<file path="src/rtl/esop_tt_sweeper.sv">
// esop_tt_sweeper: sweeps every input vector into a combinational ESOP
// netlist, samples its single output, and streams the resulting truth table
// as WORD_W-bit words over a valid/ready interface.
// Optional feature macro: ESOP_SWEEP_SIG_EN adds a rotate-xor signature
// output (sig_o) over all accepted words.
module esop_tt_sweeper #(
  parameter int NIN      = 8,
  parameter int WORD_W   = 32,
  parameter int EVAL_LAT = 0
) (
  input  logic              clk,
  input  logic              rst_n,
  input  logic              start,
  output logic              busy,
  output logic              done,
  output logic [NIN-1:0]    x_o,
  input  logic              y_i,
  output logic [WORD_W-1:0] word_data,
  output logic [NIN-1:0]    word_idx,
  output logic              word_valid,
  input  logic              word_ready,
  output logic [NIN:0]      ones_cnt
`ifdef ESOP_SWEEP_SIG_EN
  ,
  output logic [WORD_W-1:0] sig_o
`endif
);

  localparam int WB     = (WORD_W > 1) ? $clog2(WORD_W) : 1;
  localparam int LB     = (EVAL_LAT > 1) ? $clog2(EVAL_LAT) : 1;
  localparam int NWORDS = (1 << NIN) / WORD_W;

  localparam logic [WB-1:0]  LAST_SLOT = WB'(WORD_W - 1);
  localparam logic [NIN-1:0] LAST_WORD = NIN'(NWORDS - 1);
  localparam logic [LB-1:0]  LAST_LAT  = LB'(EVAL_LAT - 1);

  typedef enum logic [2:0] {IDLE, ISSUE, DRAIN, EMIT, FIN} state_t;

  state_t         state;
  logic [NIN-1:0] vec;       // vector being presented while in ISSUE
  logic [LB-1:0]  lat_cnt;   // cycles spent in DRAIN
  logic           samp_valid;
  logic [WB-1:0]  samp_idx;

  // Sequencer, sample capture and all registered outputs.
  always_ff @(posedge clk) begin
    // NOTE: state registers use non-blocking assignments so every flop in
    // this block sees pre-edge values, independent of statement order.
    if (!rst_n) begin
      state      <= IDLE;
      x_o        <= '0;
      vec        <= '0;
      lat_cnt    <= '0;
      busy       <= 1'b0;
      done       <= 1'b0;
      word_valid <= 1'b0;
      word_data  <= '0;
      word_idx   <= '0;
      ones_cnt   <= '0;
`ifdef ESOP_SWEEP_SIG_EN
      sig_o      <= '0;
`endif
    end else begin
      done <= 1'b0;
      case (state)
        IDLE: begin
          vec      <= '0;
          word_idx <= '0;
          if (start) begin
            state     <= ISSUE;
            busy      <= 1'b1;
            x_o       <= '0;
            ones_cnt  <= '0;
            word_data <= '0;
`ifdef ESOP_SWEEP_SIG_EN
            sig_o     <= '0;
`endif
          end
        end
        ISSUE: begin
          vec <= vec + 1'b1;
          if (vec[WB-1:0] == LAST_SLOT) begin
            // Last vector of this word stays on x_o while the netlist drains.
            lat_cnt    <= '0;
            state      <= (EVAL_LAT == 0) ? EMIT : DRAIN;
            word_valid <= (EVAL_LAT == 0);
          end else begin
            x_o <= vec + 1'b1;
          end
        end
        DRAIN: begin
          if (lat_cnt == LAST_LAT) begin
            state      <= EMIT;
            word_valid <= 1'b1;
          end else begin
            lat_cnt <= lat_cnt + 1'b1;
          end
        end
        EMIT: begin
          if (word_ready) begin
            word_valid <= 1'b0;
`ifdef ESOP_SWEEP_SIG_EN
            sig_o <= {sig_o[WORD_W-2:0], sig_o[WORD_W-1]} ^ word_data;
`endif
            if (word_idx == LAST_WORD) begin
              state <= FIN;
              done  <= 1'b1;
              busy  <= 1'b0;
            end else begin
              word_idx  <= word_idx + 1'b1;
              word_data <= '0;
              x_o       <= vec;
              state     <= ISSUE;
            end
          end
        end
        FIN:     state <= IDLE;
        default: state <= IDLE;
      endcase

      // Samples only arrive in ISSUE/DRAIN, never alongside the clears above.
      if (samp_valid) begin
        word_data[samp_idx] <= y_i;
        ones_cnt            <= ones_cnt + (NIN+1)'(y_i);
      end
    end
  end

  generate
    if (EVAL_LAT == 0) begin : g_comb
      assign samp_valid = (state == ISSUE);
      assign samp_idx   = vec[WB-1:0];
    end else begin : g_pipe
      logic [EVAL_LAT-1:0] dv;
      logic [WB-1:0]       didx [EVAL_LAT];

      // Sample-valid delay line; reset so in-flight vectors are discarded.
      always_ff @(posedge clk) begin
        if (!rst_n) begin
          dv <= '0;
        end else begin
          dv[0] <= (state == ISSUE);
          for (int i = 1; i < EVAL_LAT; i++) dv[i] <= dv[i-1];
        end
      end

      // Bit-slot delay line travelling alongside the valid flags.
      always_ff @(posedge clk) begin
        // NOTE: no reset on this array; its contents are ignored unless the
        // matching valid flag is set, and that flag is reset.
        didx[0] <= vec[WB-1:0];
        for (int i = 1; i < EVAL_LAT; i++) didx[i] <= didx[i-1];
      end

      assign samp_valid = dv[EVAL_LAT-1];
      assign samp_idx   = didx[EVAL_LAT-1];
    end
  endgenerate

endmodule

</file>
<file path="config.mk">
export PLATFORM = sky130hd
export DESIGN_NAME = esop_tt_sweeper
export DESIGN_NICKNAME = d
export VERILOG_FILES = /design/src/rtl/esop_tt_sweeper.sv
export SDC_FILE = /design/constraint.sdc
export NUM_CORES = 1
export LEC_CHECK = 0
export ABC_AREA = 1
export CORE_ASPECT_RATIO = 0.8
export CORE_MARGIN = 1
export CORE_UTILIZATION = 40
export CTS_BUF_LIST = sky130_fd_sc_hd__clkbuf_4
export CTS_CLUSTER_DIAMETER = 50
export CTS_CLUSTER_SIZE = 14
export DETAILED_ROUTE_END_ITERATION = 16
export PLACE_DENSITY = 0.66
export REMOVE_ABC_BUFFERS = 1
export SYNTH_ARGS = -nofsm -noshare
export SYNTH_HDL_FRONTEND = slang
export SYNTH_SLANG_ARGS = --single-unit
</file>
<file path="constraint.sdc">
create_clock -name clk -period 1.6 [get_ports clk]
set_input_delay 0.32 -clock clk [delete_from_list [all_inputs] [get_ports clk]]
set_output_delay 0.32 -clock clk [all_outputs]
set_load 0.1 [all_outputs]
</file>
==> impl_summary.txt, run 1 <==
----------------------------------------------------
[Routing]
  Routed Wire Length ... 9.670 mm
  Number of iterations in the first detailed-routing pass ... 5
  Overall via count from detail_route ... 3762
  Detail-routed via count per cell ... 5.104
  Average wire per cell in the routed design ... 13.12 um
  DRC errors left ... 0
  Drt initial violations ... 186
  Count of antenna-violating nets left after detailed routing ... 0

[Synth]
  Sequential share of the synthesized area ... 40.95%
  Cell types occupying the most area after synthesis ... sky130_fd_sc_hd__dfxtp_1 41%, sky130_fd_sc_hd__nand2_1 18%, sky130_fd_sc_hd__a21oi_1 9.4%
  Synth Register Bits ... 72
  Count of different cell masters after synthesis ... 31
  Leading area contributor after synthesis ... sky130_fd_sc_hd__dfxtp_1
  Post-synthesis instance area ... 0.003520 mm2
  Mean instance size in the synthesized netlist ... 6.704 um2
  Share of the synthesized area in the top cell type ... 40.95%
  Number of warning messages in the yosys log ... 0
  Cell count after synthesis ... 525

[Global routing]
  Vias in the first global route ... 3469
  Antenna violations before repair ... 0
  Largest net degree at the start of global routing ... 35
  Remaining Overflow, GRT ... 0
  Total global-route track usage ... 21.58%
  First-pass GRT wire length ... 15.73 mm

[Place]
  HPWL Detailed ... 6.829 mm
  Final RePlAce weighted congestion ... 0.8328
  Placed inst area ... 0.005116 mm2
  Placement-stage worst setup slack ... -0.3857 ns
  Port Buffer Count ... 64

[Timing]
  Number of max-slew violations in the final report ... 0
  Transition at the pin with the smallest max-transition slack ... 0.4603 ns
  Worst slew margin relative to its limit ... 69.08%
  Final-report setup violation count ... 0
  Layout Skew ... 0.008427 ns
  Unrepaired setup endpoints after global routing ... true
  Final-layout setup total negative slack ... 0 ns
  Final Hold Fails ... 0
  Final clock period utilization by the worst path ... 94.52%
  Setup slack after layout ... 0.08765 ns
  Shortest period the worst path allows ... 1.512 ns
  Max Freq ... 661.2 MHz

[Finish]
  # nets final ... 634
  Fraction of final layout cells with drive strength greater than 1 ... 25.12%
  Number of antenna diodes ... 0
  Final standard cell area without fillers ... 0.005396 mm2
  Area grow syn2layout ... 53.32%
  Filler Cells Inserted ... 721

[Floorplan]
  Die height ... 85.90 um
  Overall die width ... 106.9 um
  Initial cell density of the core ... 41.31%
  Core Footprint ... 0.008521 mm2
  Ports placed on the boundary ... 65
  Number of placement rows ... 30
  DIE AREA ... 0.009181 mm2

[Clock network]
  Clock latency at the later pin of the worst-skew pair ... 0.42 ns
  Root buffer selected by CTS ... sky130_fd_sc_hd__clkbuf_4
  Cts hold-fix bufs ... 0
  Register clock-pin slew on the reported worst setup and hold paths ... 0.11 ns
  Number of sinks on the clock net ... 72
  Total number of H-tree levels ... 3
  Clock tree from TritonCTS ... yes
  Num CTS Buffers ... 9
  CTS Buffer Depth ... 2

[Worst setup path]
  Largest fanout on the critical path ... 7
  Req. time, crit path ... 1.28 ns
  Arrival time of data at the critical path endpoint ... 1.19 ns
  Cell depth of the worst flop-to-flop path ... 10
  Class of the most critical setup path ... flip-flop to primary output
  Startpoint kind of the worst setup timing path ... flip-flop
  Sort of element at the end of the critical path ... primary output

[Flow run]
  Max-cap viol count ... 0

[Hold path]
  Number of instances on the worst hold path ... 4
  Worst min-delay path category ... primary input to flip-flop

[Outcome]
  Outcome ... finished clean

[Power and ir drop]
  IR Drop Worst-Case VDD ... 1040 uV
  Power Total ... 0.006080 W
  Leakage power ... 2.113 nW
  Power Density ... 1127 mW/mm2

----------------------------------------------------
## power by group
part           leakage [nW]  total (W)  switching (W)  internal, W
combinational          1.47    0.00307        0.00195      0.00112
clock                0.0536   0.000940       0.000639     0.000301
sequential            0.586    0.00207       0.000134      0.00194
## metrics by stage
step / hold WS (ns) / instances / utilization [%]
2_1_floorplan: 0.4176 / 504 / -
3_3_place_gp: 0.4511 / 718 / 60.04
3_5_place_dp: 0.4585 / 718 / 60.04
4_1_cts: 0.4738 / 734 / 61.53
5_1_grt: 0.4698 / 737 / 63.33
6_report: 0.4299 / 737 / 63.33
## cell usage after synthesis (all sizes together)
library cell and n:
a21oi 67, a22oi 1, buf 8, clkbuf 13, clkinv 2, dfxtp 72
ha 8, inv 44, nand2 168, nand3 28, nand3b 1, nand4 3
nor2 47, nor3 12, nor3b 2, o21a 3, o21ai 42, o21bai 2
o22ai 1, xor2 1
## registers in the layout (all words and copies together), names as in the netlist
name	cells
done	1
word_data	32
state	3
lat_cnt	1
ones_cnt	9
word_idx	8
busy	1
vec	8
x_o	8
word_valid	1
## area by class of cell
type                            instances  area (um2)  area share (%)
Clock inverter                          6       37.54          0.6956
Inverter                               46       172.7           3.200
Sequential cell                        72        1458           27.01
Clock buffer                            9       67.56           1.252
Timing Repair Buffer                  106        1625           30.12
Tap cell                              112       140.1           2.597
Multi-Input combinational cell        386        1896           35.13
## worst paths after layout
kind | to | slack [ns] | from
hold / removal | ones_cnt[0] | 0.43 | y_i
setup / recovery | word_idx[5] | 0.09 | word_idx[5]
hold reg to reg | lat_cnt | 0.47 | lat_cnt
setup reg to reg | x_o[4] | 0.09 | vec[0]
## routing by layer
layer / routed length, um / part of all wire (%) / vias to the layer above / track usage [%]
met1: 4470 / 46 / 1738 / 29.55
met2: 4475 / 46 / 106 / 33.08
met3: 578 / 6.0 / 13 / 5.623
met4: 146 / 1.5 / 0 / 7.098
li1: - / - / 1905 / -
met5: 0 / 0 / - / 0
## placed cells by master, fill, tap and decap left out, types with 19 or more instances in the layout
master	synthesis	layout
sky130_fd_sc_hd__a21oi_1	66	64
sky130_fd_sc_hd__buf_12	0	63
sky130_fd_sc_hd__buf_4	1	35
sky130_fd_sc_hd__dfxtp_1	72	63
sky130_fd_sc_hd__inv_1	42	42
sky130_fd_sc_hd__nand2_1	167	159
sky130_fd_sc_hd__nand3_1	28	27
sky130_fd_sc_hd__nor2_1	42	39
sky130_fd_sc_hd__o21ai_0	24	19
sky130_fd_sc_hd__o21ai_1	17	22
## cell families after synthesis
family / after synthesis / share of synthesized area [%]
flip-flops: 72 / 40.95
buffers and inverters: 67 / 7.963
AND/OR/NAND/NOR: 261 / 30.82
AO/OA/AOI/OAI: 116 / 17.17
XOR/XNOR: 1 / 0.2489
adder cells (fa/ha/maj): 8 / 2.844
## worst max-delay path, cell delays in order (launching register included)
cell and delay, ns:
sky130_fd_sc_hd__dfxtp_1 0.41, sky130_fd_sc_hd__buf_4 0.18, sky130_fd_sc_hd__buf_12 0.18
## what timing repair did
item / CTS / global route
pin swaps: 2 / 4
cloned: 1 / 1
resized for setup: 7 / 40
setup endpoints to repair: 9 / 59
setup buffers: 0 / 2
Note: power is estimated with default switching activity, not from simulation.
==> run 2: changes to the inputs <==
--- a/config.mk
+++ b/config.mk
@@ -14,7 +14,6 @@
 export CTS_CLUSTER_SIZE = 14
 export DETAILED_ROUTE_END_ITERATION = 16
 export PLACE_DENSITY = 0.66
-export REMOVE_ABC_BUFFERS = 1
 export SYNTH_ARGS = -nofsm -noshare
 export SYNTH_HDL_FRONTEND = slang
 export SYNTH_SLANG_ARGS = --single-unit
==> impl_summary.txt, run 2 (synthesis results as in run 1) <==
----------------------------------------------------
[Worst setup path]
  Class of the most critical setup path ... flip-flop to flip-flop
  Largest fanout on the critical path ... 2 (-5)
  Beginning of the worst register-to-register path ... vec[0]
  Startpoint kind of the worst setup timing path ... flip-flop
  Endpoint of the worst-slack reg-to-reg timing path ... state[0]
  Cell depth of the worst flop-to-flop path ... 10 (unchanged)
  Arrival time of data at the critical path endpoint ... 1.88 ns (+0.69 ns)
  Slowest stage cell, crit path ... sky130_fd_sc_hd__dfxtp_2
  Crit path largest cell delay ... 0.38 ns (-0.03 ns)
  Most common cell type on the critical path ... sky130_fd_sc_hd__nand2_2
  Req. time, crit path ... 1.92 ns (+0.64 ns)
  Sort of element at the end of the critical path ... flip-flop
  Worst R2R Setup Slack ... 0.04 ns (-0.05 ns)
  Critical path cell sequence ... ha_4 -> nand2_2 -> nor2_2 -> ha_2 -> inv_1 -> nand2_2 -> nand2_2 -> buf_4 -> o21ai_1 -> a21oi_1

[Flow run]
  Max-cap viol count ... 0 (unchanged)

[Floorplan]
  Initial cell density of the core ... 41.31% (unchanged)
  Number of placement rows ... 30 (unchanged)
  Overall die width ... 106.9 um (unchanged)
  Ports placed on the boundary ... 65 (unchanged)
  Die height ... 85.90 um (unchanged)
  DIE AREA ... 0.009181 mm2 (unchanged)
  Core Footprint ... 0.008521 mm2 (unchanged)

[Timing]
  Number of max-slew violations in the final report ... 0 (unchanged)
  Final clock period utilization by the worst path ... 97.34% (+2.8 points)
  Unrepaired setup endpoints after global routing ... true
  Final-report setup violation count ... 0 (unchanged)
  Worst slew margin relative to its limit ... 65.93% (-3.1 points)
  Transition at the pin with the smallest max-transition slack ... 0.5071 ns (+0.04678 ns)
  Hold slack final ... 0.4485 ns (+0.01866 ns)
  Final Hold Fails ... 0 (unchanged)
  Layout Skew ... 0.01842 ns (+0.009996 ns)
  Max Freq ... 642.1 MHz (-2.9%)
  Shortest period the worst path allows ... 1.557 ns (+0.04506 ns)

[Finish]
  # nets final ... 628 (-0.95%)
  Total area of multi-input combinational cells ... 0.001892 mm2 (-0.20%)
  Number of antenna diodes ... 0 (unchanged)
  Final design utilization ... 63.76% (+0.43 points)
  Commonest cells after routing, fill and taps aside ... 160 x sky130_fd_sc_hd__nand2_1, 66 x sky130_fd_sc_hd__a21oi_1, 63 x sky130_fd_sc_hd__buf_12, 53 x sky130_fd_sc_hd__dfxtp_1, 42 x sky130_fd_sc_hd__inv_1
  Flip-flop count of the largest register after layout ... 32 (unchanged)
  Register area ... 0.001485 mm2 (+1.9%)
  Reg with most FFs ... word_data
  Most frequent standard cell in the layout excluding fill and tap cells ... sky130_fd_sc_hd__nand2_1
  Area grow syn2layout ... 54.35%
  Filler Cells Inserted ... 682 (-5.4%)
  Biggest regs ... word_data (32), ones_cnt (9)
  Fraction of final layout cells with drive strength greater than 1 ... 25.48% (+0.36 points)
  Layout Cells excl Fill ... 732 (-0.68%)

[Clock network]
  Num CTS Buffers ... 9 (unchanged)
  Total number of H-tree levels ... 3 (unchanged)
  Clock tree from TritonCTS ... yes
  Root buffer selected by CTS ... sky130_fd_sc_hd__clkbuf_4
  CTS Buffer Depth ... 2 (unchanged)
  Register clock-pin slew on the reported worst setup and hold paths ... 0.11 ns (about the same)
  Number of sinks on the clock net ... 72 (unchanged)
  Clock latency at the later pin of the worst-skew pair ... 0.44 ns (+0.02 ns)

[Power and ir drop]
  Clk network pwr share ... 20.2% (+4.7 points)
  Power spent charging and discharging nets ... 0.002784 W (+2.2%)
  Register share of total power ... 32.2% (-1.9 points)
  Power Density ... 1201 mW/mm2 (+6.6%)
  Fraction of power spent switching nets ... 42.68% (-2.1 points)
  Power Total ... 0.006523 W (+7.3%)
  Leakage power ... 2.115 nW (+0.11%)
  IR Drop Worst-Case VDD ... 1266 uV (+22%)
  Power share of the combinational group ... 47.6% (-2.9 points)
  Cell-internal power ... 0.003739 W (+11%)

[Outcome]
  Outcome ... finished clean

[Hold path]
  Worst min-delay path category ... primary input to flip-flop
  Hold Crit Endpoint ... done
  Hold path startpoint ... word_ready
  Number of instances on the worst hold path ... 3 (-1)

[Place]
  Port Buffer Count ... 64 (unchanged)
  HPWL Detailed ... 6.781 mm (-0.70%)
  Placed instance count ... 709 (-1.3%)
  Final RePlAce weighted congestion ... 0.8096 (-2.8%)

[Routing]
  Routed Wire Length ... 9.585 mm (-0.88%)
  Number of iterations in the first detailed-routing pass ... 5 (unchanged)
  Detail-routed via count per cell ... 5.079 (-0.49%)
  Overall via count from detail_route ... 3718 (-1.2%)
  Average wire per cell in the routed design ... 13.09 um (-0.20%)
  DRC errors left ... 0 (unchanged)
  Count of antenna-violating nets left after detailed routing ... 0 (unchanged)
  Drt initial violations ... 236 (+27%)

[Global routing]
  Vias in the first global route ... 3412 (-1.6%)
  Antenna violations before repair ... 0 (unchanged)
  Total global-route track usage ... 21.42% (-0.16 points)
  Remaining Overflow, GRT ... 0 (unchanged)
  Largest net degree at the start of global routing ... 46 (+31%)
  First-pass GRT wire length ... 15.76 mm (+0.22%)

[Synth]
  Synthesized Nets ... 538

----------------------------------------------------
==> run 2: cell types whose count changed in the layout (fill, tap and decap cells not counted), moves of 3 or more <==
cell / before / now
sky130_fd_sc_hd__dfxtp_4: 2 / 8
sky130_fd_sc_hd__dfxtp_1: 63 / 53
sky130_fd_sc_hd__buf_4: 35 / 31
sky130_fd_sc_hd__dfxtp_2: 7 / 11
sky130_fd_sc_hd__clkinvlp_4: 3 / 0
sky130_fd_sc_hd__buf_6: 3 / 0
==> run 2: routing by layer <==
layer  wire, um  up-vias  GRT usage [%]
li1           -     1889              -
met1       4472     1713          28.11
met2       4532      106          35.43
met3        492       10          4.863
met4         87        0          5.978
met5          0        -              0
==> run 2: area by class of cell <==
class / instances / area share (%)
Sequential cell: 72 / 27.34
Clock inverter: 7 / 1.681
Inverter: 46 / 3.178
Tap cell: 112 / 2.579
Timing Repair Buffer: 100 / 29.16
Multi-Input combinational cell: 386 / 34.82
Clock buffer: 9 / 1.244
==> run 2: worst max path at each step <==
stage	startpoint	endpoint	slack (ns)	depth (start not counted)
after floorplan	ones_cnt[0]	ones_cnt[8]	-0.03	9
after global placement	y_i	ones_cnt[8]	-0.33	11
after detailed placement	y_i	ones_cnt[8]	-0.35	11
after CTS	vec[0]	word_valid	-0.004	10
after global routing	vec[0]	state[2]	-0.06	11
final	vec[0]	state[0]	0.04	10
==> run 2: stage by stage <==
| step | worst slack, ns | TNS [ns] | instance area (um2) |
|---|---|---|---|
| global route | -0.05618 | -0.4094 | 5433 |
| floorplan | -0.02556 | -0.02556 | 3591 |
| finish | 0.04259 | 0 | 5433 |
| CTS | -0.003940 | -0.003940 | 5295 |
| global placement | -0.3256 | -3.424 | 5109 |
| detailed placement | -0.3509 | -5.436 | 5109 |
==> run 2: critical path, delay by kind of cell (launching register included) <==
kind | cells | cell delay, ns
fa+ha+maj | 2 | 0.35
simple gates | 4 | 0.35
compound gates | 2 | 0.17
flops | 1 | 0.38
buf+inv | 2 | 0.20
==> run 2: power by group through the flow <==
stage                     Clock, W  Combinational [W]  Sequential (W)
after floorplan                  0            0.00115         0.00272
final                      0.00132            0.00310         0.00210
after global placement           0            0.00263         0.00214
after CTS                  0.00134            0.00274         0.00211
after detailed placement         0            0.00268         0.00214
after global routing       0.00142            0.00333         0.00212
==> run 2: repair_timing <==
| item | 4_1_cts | 5_1_grt |
|---|---|---|
| setup endpoints to repair | 8 | 63 |
| gates cloned | 0 | 2 |
| resized for setup | 9 | 22 |
| pin swaps | 4 | 7 |
| buffers inserted | 1 | 4 |
| hold buffers | 0 | 0 |
==> run 3: changes to the inputs <==
--- a/config.mk
+++ b/config.mk
@@ -11,9 +11,10 @@
 export CORE_UTILIZATION = 40
 export CTS_BUF_LIST = sky130_fd_sc_hd__clkbuf_4
 export CTS_CLUSTER_DIAMETER = 50
-export CTS_CLUSTER_SIZE = 14
+export CTS_CLUSTER_SIZE = 40
 export DETAILED_ROUTE_END_ITERATION = 16
 export PLACE_DENSITY = 0.66
+export RECOVER_POWER = 50
 export SYNTH_ARGS = -nofsm -noshare
 export SYNTH_HDL_FRONTEND = slang
 export SYNTH_SLANG_ARGS = --single-unit
==> results of run 3 <==
The final DEF is identical to that of run 2; final timing and power are the same.
==> patch (config.mk and constraints of run 1) <==
The 5 states of `state_t` get a Gray code encoding in 3 bits.
--- a/src/rtl/esop_tt_sweeper.sv
+++ b/src/rtl/esop_tt_sweeper.sv
@@ -36,3 +36,3 @@
 
-  typedef enum logic [2:0] {IDLE, ISSUE, DRAIN, EMIT, FIN} state_t;
+  typedef enum logic [2:0] {IDLE = 3'b000, ISSUE = 3'b001, DRAIN = 3'b011, EMIT = 3'b010, FIN = 3'b110} state_t;
 
Formal check against the unedited RTL: no difference found for any inputs over 10 cycles, from zero or initial values and one cycle with rst_n low; not proved beyond that.
==> patch against run 1 <==
The flow now finishes with violations (negative setup slack). Wire length grew 4.8%. Sequential share of layout area shrank 1.1 points. Synthesized area grew 2.2%. Total power shrank 11%. Sequential cell count is the same. Critical path depth grew 9. Non-clock buffer count grew 2. Cell area grew 3.8%. Worst setup slack lost 100 ps. Sequential power shrank 3%.
==> patch: results (changes against run 1) <==
run_status: "finished, violations left"
violations: "negative setup slack"
synth_warnings: 0  # unchanged
yosysUniqueCellTypes: 32  # +3.2%
synthCells: 532  # +1.3%
ir_drop_uv: 619.3  # -40%
max_stage_delay_ps: 350  # -60 ps
fin_skew_ps: 14.96  # +6.537 ps
place_ws_ps: -554.9  # -169.3 ps
async_flop_share_pct: 0  # unchanged
dr.pass1.iters: 5  # unchanged
cpMaxStageDelayCell: "dfxtp_2"
fillers: 709  # -1.7%
drive_above_1_share_pct: 28.53  # +3.4 points
dr_total_vias: 3827  # +1.7%
clkTransAtPathRegs_ps: 120
path_max_fanout: 8  # +1
fin_tns_setup_ps: -14.94  # -14.94 ps
finalWirelength_mm: 10.14  # +4.8%
hold_ws_ps: 503.7  # +73.81 ps
antenna_found_initial: 0  # unchanged
clk_latency_ps: 420  # about the same
grt_max_degree: 34  # -2.9%
p_leak_nw: 2.187  # +3.5%
grt_pass1_wl_mm: 16.17  # +2.8%
grt_usage_pct: 21.87  # +0.29 points
cts_max_path_buffers: 2  # unchanged
placed_cell_area_um2: 5179  # +1.2%
maxCapViolCount: 0  # unchanged
synth_common_cells: "nand2_1, dfxtp_1, a21oi_1, nor2_1, inv_1"
dp.cells: 728  # +1.4%
drt_iter0_drc: 233  # +25%
nets: 647  # +2.1%
root_buffer: "clkbuf_4"
grt_pass1_vias: 3428  # -1.2%
place.gp.congestion: 0.8309  # -0.23%
diodes: 0  # unchanged
min_path_type: "flip-flop to flip-flop"
worst_pin_slew_ps: 489.5  # +29.17 ps
synth_area_leaders: "dfxtp_1, nand2_1, a21oi_1, o21ai_0, nor2_1"
port_buffers: 64  # unchanged
fin_ws_ps: -14.94  # -102.6 ps
yosysSeqAreaShare_pct: 40.07  # -0.88 points
largestRegisters: "word_data (32), ones_cnt (9)"
numCtsBuffers: 9  # unchanged
via_per_inst: 5.103  # about the same
dp_hpwl_mm: 6.947  # +1.7%
cp.arrival_ps: 1970  # +780 ps
htreeDepth: 3  # unchanged
finalSetupViolCount: 1  # +1
crit_family: "simple AND/OR/NAND/NOR gates"
-- patch: changes by cell type after synthesis, sizes merged, moves of 3 or more --
cell / change
a21oi: -7
inv: +6
nand3: -4
nor2: +14
o21a: -3
o21ai: +5
-- patch: area by class of cell --
class / instances / area [µm²] / share of cell area [%]
multi-input combinational: 392 / 2043 / 36.49
sequential: 72 / 1453 / 25.94
clock inverter: 5 / 82.58 / 1.475
clock buffer: 10 / 75.07 / 1.341
tap: 112 / 140.1 / 2.503
inverter: 51 / 193.9 / 3.464
timing repair buffer: 108 / 1612 / 28.78
-- patch: logic make-up after synthesis --
logic type | count (synthesis) | synth area share, %
DFF | 72 | 40.07
AOI/OAI and AO/OA | 109 | 15.44
buffers and inverters | 71 | 8.521
and+or+nand+nor | 272 | 33.18
adders and majority gates | 8 | 2.783
-- patch: per-layer routing --
| layer | part of all wire (%) | vias to the layer above | global-route usage, % |
|---|---|---|---|
| met5 | 0 | - | 0 |
| met4 | 1.1 | 0 | 4.857 |
| met3 | 7.0 | 12 | 4.586 |
| met2 | 46 | 126 | 33.93 |
| met1 | 46 | 1772 | 31.06 |
| li1 | - | 1917 | - |
-- patch: final timing paths --
kind	startpoint	to	cells after the start
worst min-delay path	word_data[8]	word_data[8]	2
worst max register to register	vec[0]	x_o[1]	11
worst min register to register	word_data[8]	word_data[8]	2
worst max-delay path	vec[0]	x_o[1]	11
-- patch: timing repair --
item | in CTS | in global routing
setup endpoints to repair | 42 | 55
endpoints found under the hold margin | 0 | 0
buffers inserted | 0 | 4
pin swaps | 2 | 17
resized for setup | 13 | 37
gates cloned | 1 | 2
-- patch: report_power, final --
group          internal [mW]  switching [mW]  total, mW
clock                  0.646           0.664       1.31
sequential              1.89           0.108       2.00
combinational          0.717            1.37       2.09
